**src/rtl/or_tree_pkg.sv**
```systemverilog
// Shared encodings and helpers for the pipelined N-input reduction tree.
package or_tree_pkg;

    typedef enum logic [1:0] {
        OP_OR  = 2'b00,
        OP_AND = 2'b01,
        OP_XOR = 2'b10,
        OP_NOR = 2'b11
    } op_e;

    // Pipeline depth: ceil(log2(w)), never less than one stage.
    function automatic int unsigned clog2_min1(input int unsigned w);
        int unsigned r;
        r = 0;
        while ((32'd1 << r) < w) r = r + 1;
        return (r < 1) ? 1 : r;
    endfunction

    // Padding value that leaves the reduction result unchanged.
    function automatic logic op_identity(input op_e op);
        return (op == OP_AND);
    endfunction

    // Pairwise tree operator; NOR reduces as OR and inverts at the root.
    function automatic logic combine_pair(input op_e op, input logic hi, input logic lo);
        logic r;
        case (op)
            OP_AND:  r = hi & lo;
            OP_XOR:  r = hi ^ lo;
            default: r = hi | lo;
        endcase
        return r;
    endfunction

endpackage

```
**src/rtl/or_tree_pipe_if.sv**
```systemverilog
// Sample/result bus of or_tree_pipe; sticky signals exist only with OR_TREE_STICKY_EN.
interface or_tree_pipe_if
    import or_tree_pkg::*;
#(
    parameter int unsigned WIDTH = 16
);
    logic             in_valid;
    logic [WIDTH-1:0] a;
    op_e              op;
    logic             out_valid;
    logic             out;
`ifdef OR_TREE_STICKY_EN
    logic             sticky;
    logic             sticky_clr;

    modport master (output in_valid, a, op, sticky_clr, input out_valid, out, sticky);
    modport slave  (input in_valid, a, op, sticky_clr, output out_valid, out, sticky);
`else
    modport master (output in_valid, a, op, input out_valid, out);
    modport slave  (input in_valid, a, op, output out_valid, out);
`endif
endinterface

```
**src/rtl/or_tree_stage.sv**
```systemverilog
// One tree level: pairwise combine of IN_W bits, registering data, op and valid.
module or_tree_stage
    import or_tree_pkg::*;
#(
    parameter int unsigned IN_W = 2,
    parameter bit          LAST = 1'b0
) (
    input  logic                 clk,
    input  logic                 rst_n,
    input  logic                 en,
    input  logic [IN_W-1:0]      data_i,
    input  op_e                  op_i,
    input  logic                 valid_i,
    output logic [IN_W/2-1:0]    data_o,
    output op_e                  op_o,
    output logic                 valid_o
);
    localparam int unsigned OUT_W = IN_W / 2;

    logic [OUT_W-1:0] data_d, data_q;
    op_e              op_q;
    logic             valid_q;

    // The root stage folds the NOR inversion in so the result leaves a register.
    always_comb begin
        data_d = '0;
        for (int j = 0; j < int'(OUT_W); j++) begin
            data_d[j] = combine_pair(op_i, data_i[2*j+1], data_i[2*j]);
        end
        if (LAST && (op_i == OP_NOR)) data_d[0] = ~data_d[0];
    end

    always_ff @(posedge clk) begin
        if (!rst_n) begin
            data_q  <= '0;
            op_q    <= OP_OR;
            valid_q <= 1'b0;
        end else if (en) begin
            data_q  <= data_d;
            op_q    <= op_i;
            valid_q <= valid_i;
        end
    end

    assign data_o  = data_q;
    assign op_o    = op_q;
    assign valid_o = valid_q;

endmodule

```
**src/rtl/or_tree_pipe.sv**
```systemverilog
// Pipelined WIDTH-input OR/AND/XOR/NOR reduction, one register per tree level.
// Optional OR_TREE_STICKY_EN adds a sticky result-seen flag with clear input.
module or_tree_pipe
    import or_tree_pkg::*;
#(
    parameter int unsigned WIDTH = 16
) (
    input  logic           clk,
    input  logic           rst_n,
    input  logic           en,
    or_tree_pipe_if.slave  bus
);
    localparam int unsigned LEVELS = clog2_min1(WIDTH);
    localparam int unsigned PAD_W  = 1 << LEVELS;
    localparam int unsigned NODE_W = 2 * PAD_W - 1;

    // All tree levels packed back to back: level k starts at 2*PAD_W - 2*(PAD_W>>k).
    logic [NODE_W-1:0] node;
    op_e               op_lvl [0:LEVELS];
    logic [LEVELS:0]   valid_lvl;

    for (genvar i = 0; i < int'(PAD_W); i++) begin : g_pad
        if (i < int'(WIDTH)) begin : g_bit
            assign node[i] = bus.a[i];
        end else begin : g_id
            assign node[i] = op_identity(bus.op);
        end
    end

    assign op_lvl[0]    = bus.op;
    assign valid_lvl[0] = bus.in_valid;

    for (genvar k = 1; k <= int'(LEVELS); k++) begin : g_lvl
        localparam int unsigned IN_W    = PAD_W >> (k - 1);
        localparam int unsigned IN_OFF  = 2 * PAD_W - 2 * IN_W;
        localparam int unsigned OUT_OFF = 2 * PAD_W - IN_W;

        or_tree_stage #(
            .IN_W (IN_W),
            .LAST (k == int'(LEVELS))
        ) u_stage (
            .clk     (clk),
            .rst_n   (rst_n),
            .en      (en),
            .data_i  (node[IN_OFF +: IN_W]),
            .op_i    (op_lvl[k-1]),
            .valid_i (valid_lvl[k-1]),
            .data_o  (node[OUT_OFF +: IN_W/2]),
            .op_o    (op_lvl[k]),
            .valid_o (valid_lvl[k])
        );
    end

    assign bus.out       = node[NODE_W-1];
    assign bus.out_valid = valid_lvl[LEVELS];

`ifdef OR_TREE_STICKY_EN
    localparam int unsigned ROOT_IN_OFF = 2 * PAD_W - 4;

    logic out_next_c;
    logic sticky_d, sticky_q;

    // Mirror of the root stage's next value so sticky sets on the same edge as out.
    always_comb begin
        out_next_c = combine_pair(op_lvl[LEVELS-1], node[ROOT_IN_OFF+1], node[ROOT_IN_OFF]);
        if (op_lvl[LEVELS-1] == OP_NOR) out_next_c = ~out_next_c;
        sticky_d = (sticky_q & ~bus.sticky_clr) | (valid_lvl[LEVELS-1] & out_next_c);
    end

    always_ff @(posedge clk) begin
        if (!rst_n)  sticky_q <= 1'b0;
        else if (en) sticky_q <= sticky_d;
    end

    assign bus.sticky = sticky_q;
`endif

endmodule

```
**src/flat_wrapper.sv**
```systemverilog
// flat-port wrapper written by rule: the top's interface ports become plain ports
module or_tree_pipe_flat import or_tree_pkg::*;
#(
    parameter int unsigned WIDTH = 16
)
  (clk, rst_n, en, bus_in_valid, bus_a, bus_op, bus_out_valid, bus_out);
  or_tree_pipe_if #(.WIDTH(WIDTH)) bus_i ();
  input  logic clk;
  input  logic rst_n;
  input  logic en;
  input wire logic [$bits(bus_i.in_valid)-1:0] bus_in_valid;
  input wire logic [$bits(bus_i.a)-1:0] bus_a;
  input wire logic [$bits(bus_i.op)-1:0] bus_op;
  output wire logic [$bits(bus_i.out_valid)-1:0] bus_out_valid;
  output wire logic [$bits(bus_i.out)-1:0] bus_out;
  assign bus_i.in_valid = bus_in_valid;
  assign bus_i.a = bus_a;
  assign bus_i.op = bus_op;
  assign bus_out_valid = bus_i.out_valid;
  assign bus_out = bus_i.out;
  or_tree_pipe #(.WIDTH(WIDTH)) u_core (.clk(clk), .rst_n(rst_n), .en(en), .bus(bus_i));
endmodule
```
**config.mk**
```make
export PLATFORM = sky130hd
export DESIGN_NAME = or_tree_pipe_flat
export DESIGN_NICKNAME = d
export VERILOG_FILES = /design/src/rtl/or_tree_pkg.sv /design/src/rtl/or_tree_pipe_if.sv /design/src/rtl/or_tree_stage.sv /design/src/rtl/or_tree_pipe.sv /design/src/flat_wrapper.sv
export SDC_FILE = /design/constraint.sdc
export NUM_CORES = 1
export LEC_CHECK = 0
export ABC_AREA = 1
export CAP_MARGIN = 10
export CORE_MARGIN = 4
export CORE_UTILIZATION = 40
export CTS_BUF_LIST = sky130_fd_sc_hd__clkbuf_8 sky130_fd_sc_hd__clkbuf_16
export DETAILED_ROUTE_END_ITERATION = 10
export PLACE_DENSITY = 0.7
export SYNTH_ARGS = -nofsm -noshare
export SYNTH_HDL_FRONTEND = slang
export SYNTH_HIERARCHICAL = 1
export SYNTH_SLANG_ARGS = --single-unit
```
**constraint.sdc**
```tcl
create_clock -name clk -period 3 [get_ports clk]
set_clock_uncertainty 0.15 [all_clocks]
set_input_delay 0.6 -clock clk [delete_from_list [all_inputs] [get_ports clk]]
set_output_delay 0.6 -clock clk [all_outputs]
set_load 0.01 [all_outputs]
```
==> reports/qor.yml <==
worst_slew_margin_rel_pct: 49.5
hold_path_class: "reg -> reg"
core.rowCount: 24
clkLatencyLatePin_ns: 0.27
synth_area_per_cell_um2: 6.97
swShare_pct: 29.7
report.final.slew_viol_count: 0
gpl.final_weighted_congestion: 0.748
ant_nets: 0
total_leakage_power_nw: 1.13
dp.final_hpwl_um: 2410
drv.max_cap_violation_count: 0
layout.nets: 349
root_buffer: "sky130_fd_sc_hd__clkbuf_8"
cells_along_the_critical_path: "clkdlybuf4s50_1 -> inv_1 -> ha_1 -> inv_2 -> nand2_1 -> a21oi_1"
cts.sink_count: 25
m1WireLength_um: 1530
floorplan.die_area_mm2: 0.00577
initialDrtViolationCount: 54
final_common_cell: "sky130_fd_sc_hd__nand2_1"
power_switching_uw: 226
initial_antenna_violation_count: 0
timing.critical_path.slowest_cell_delay_ns: 0.48
floorplan.initialDensity_pct: 41.9
postCtsHoldBufs: 0
outcome: "completed"
global_route.usage.total_pct: 12.1
layout_common_cells: "sky130_fd_sc_hd__nand2_1 (62), sky130_fd_sc_hd__inv_1 (58), sky130_fd_sc_hd__ha_1 (39)"
io_buffer_count: 23
min_period_over_period_pct: 62.9
syn-instance-count: 265
top_layer_used: "met4"
hold_start: "u_core/g_lvl[3].u_stage/valid_o$_SDFFE_PN0P_"
die_width_um: 76.0
route.met3.wl_um: 110
instances_no_fill: 339
crit_start: "bus_op[0]"
setup.worst_path.end_class: "flip-flop"
yosysWarningCount: 6
design_area_mm2: 0.00216
drt_first_pass_iters: 4
area_delta_synth_final_pct: 16.7
hold_ws_ns: 0.301
cts_repair_resize_count: 0
clock_power_share_pct: 26.8
finalHoldViolCount: 0
place_inst: 335
maximum_number_of_pins_on_one_net_before_global_route_repair: 37
die_height_um: 76.0
worst-setup-path-type: "in -> reg"
fp.coreArea_mm2: 0.00441
detail_route.vias_per_cell: 4.66
grt_pass1_vias: 1546
routed-via-count: 1581
placed_area_mm2: 0.00211
finalSetupViolations: 0
syn_area_mm2: 0.00185
crit_required_ns: 3.06
antenna_cells_inserted: 0
data_arrival_time_of_the_critical_path_ns: 1.95
final.setup.tns_ns: 0
cellPowerDensity_mw_per_mm2: 354
post_cts.repair.setup_buffers: 0
totalWireLength_um: 3170
layout-drive-gt1-share_pct: 3.14
ir_drop_mv: 0.227
seq_power_share_pct: 49.1
tritoncts.num_buffers: 3
htreeDepth: 1
met2WireLength_um: 1500
cts.path.max_buffers: 2
fin_util_pct: 48.9
cts.reportedPaths.clkPinSlew_ns: 0.09
drt-wirelength-per-cell_um: 9.35
min_period_ns: 1.89
mappedNetlistNets: 326
grt_setup_unrepaired: "false"
remaining_routing_drc_violations: 0
r2r-start: "u_core/g_lvl[3].u_stage/op_o[0]$_SDFFE_PN0P_"
grt_first_pass_wirelength_um: 6190
p_comb_share_pct: 24.1
total_congestion_overflow_after_global_routing: 0
power_report.internal_total_uw: 536
timing.critical_path.fanout_max: 9
worst_setup_path_start_kind: "primary input"
worstMarginPinSlew_ns: 0.755
top_level_ports: 24
cts_tree: "built"
cp_slowest_cell: "sky130_fd_sc_hd__clkdlybuf4s50_1"
max_clock_freq_mhz: 530
[state kept, by name, summed over array words and instances (netlist names)]
signal and count:
u_core/g_lvl.u_stage/data_o 15, u_core/g_lvl.u_stage/op_o 6, u_core/g_lvl.u_stage/valid_o 4
[worst max-delay path, delay by kind of cell]
kind | cells | cell delay, ns
buffers and inverters | 3 | 0.72
adders and majority gates | 1 | 0.41
AOI/OAI and AO/OA | 1 | 0.12
and+or+nand+nor | 1 | 0.08
[layer usage]
layer | vias to the layer above | global-route usage (%)
met5 | - | 0
met3 | 2 | 2.60
met2 | 23 | 21.6
li1 | 858 | -
met4 | 0 | 2.67
met1 | 698 | 14.6
[per-stage QoR]
step	power [mW]	setup WS, ns
final	0.763	1.11
after global routing	0.824	0.947
after CTS	0.773	1.10
after detailed placement	0.567	0.812
after global placement	0.563	0.819
after floorplan	0.500	1.47
[path summary, 6_finish.rpt]
path	slack (ns)	to	depth (start not counted)
min reg2reg	0.30	u_core/g_lvl[4].u_stage/valid_o$_SDFFE_PN0P_	2
max reg2reg	1.53	u_core/g_lvl[4].u_stage/data_o$_SDFFE_PN0P_	8
min	0.30	u_core/g_lvl[4].u_stage/valid_o$_SDFFE_PN0P_	2
max	1.11	u_core/g_lvl[1].u_stage/data_o[3]$_SDFFE_PN0P_	6
[area by class of cell]
type | instances | area [um^2]
inverter | 62 | 233
sequential | 25 | 500
fill | 435 | 2260
clock inverter | 1 | 7.51
tap | 52 | 65.1
timing repair buffer | 24 | 238
clock buffer | 3 | 41.3
multi-input combinational | 172 | 1070
[power by group through the flow]
stage / clock (mW) / sequential (mW) / combinational [mW]
after floorplan: 0 / 0.380 / 0.121
after global placement: 0 / 0.383 / 0.180
after detailed placement: 0 / 0.383 / 0.184
after CTS: 0.211 / 0.375 / 0.186
after global routing: 0.225 / 0.380 / 0.219
final: 0.204 / 0.375 / 0.184
No activity file was read; power rests on OpenSTA's default activity.
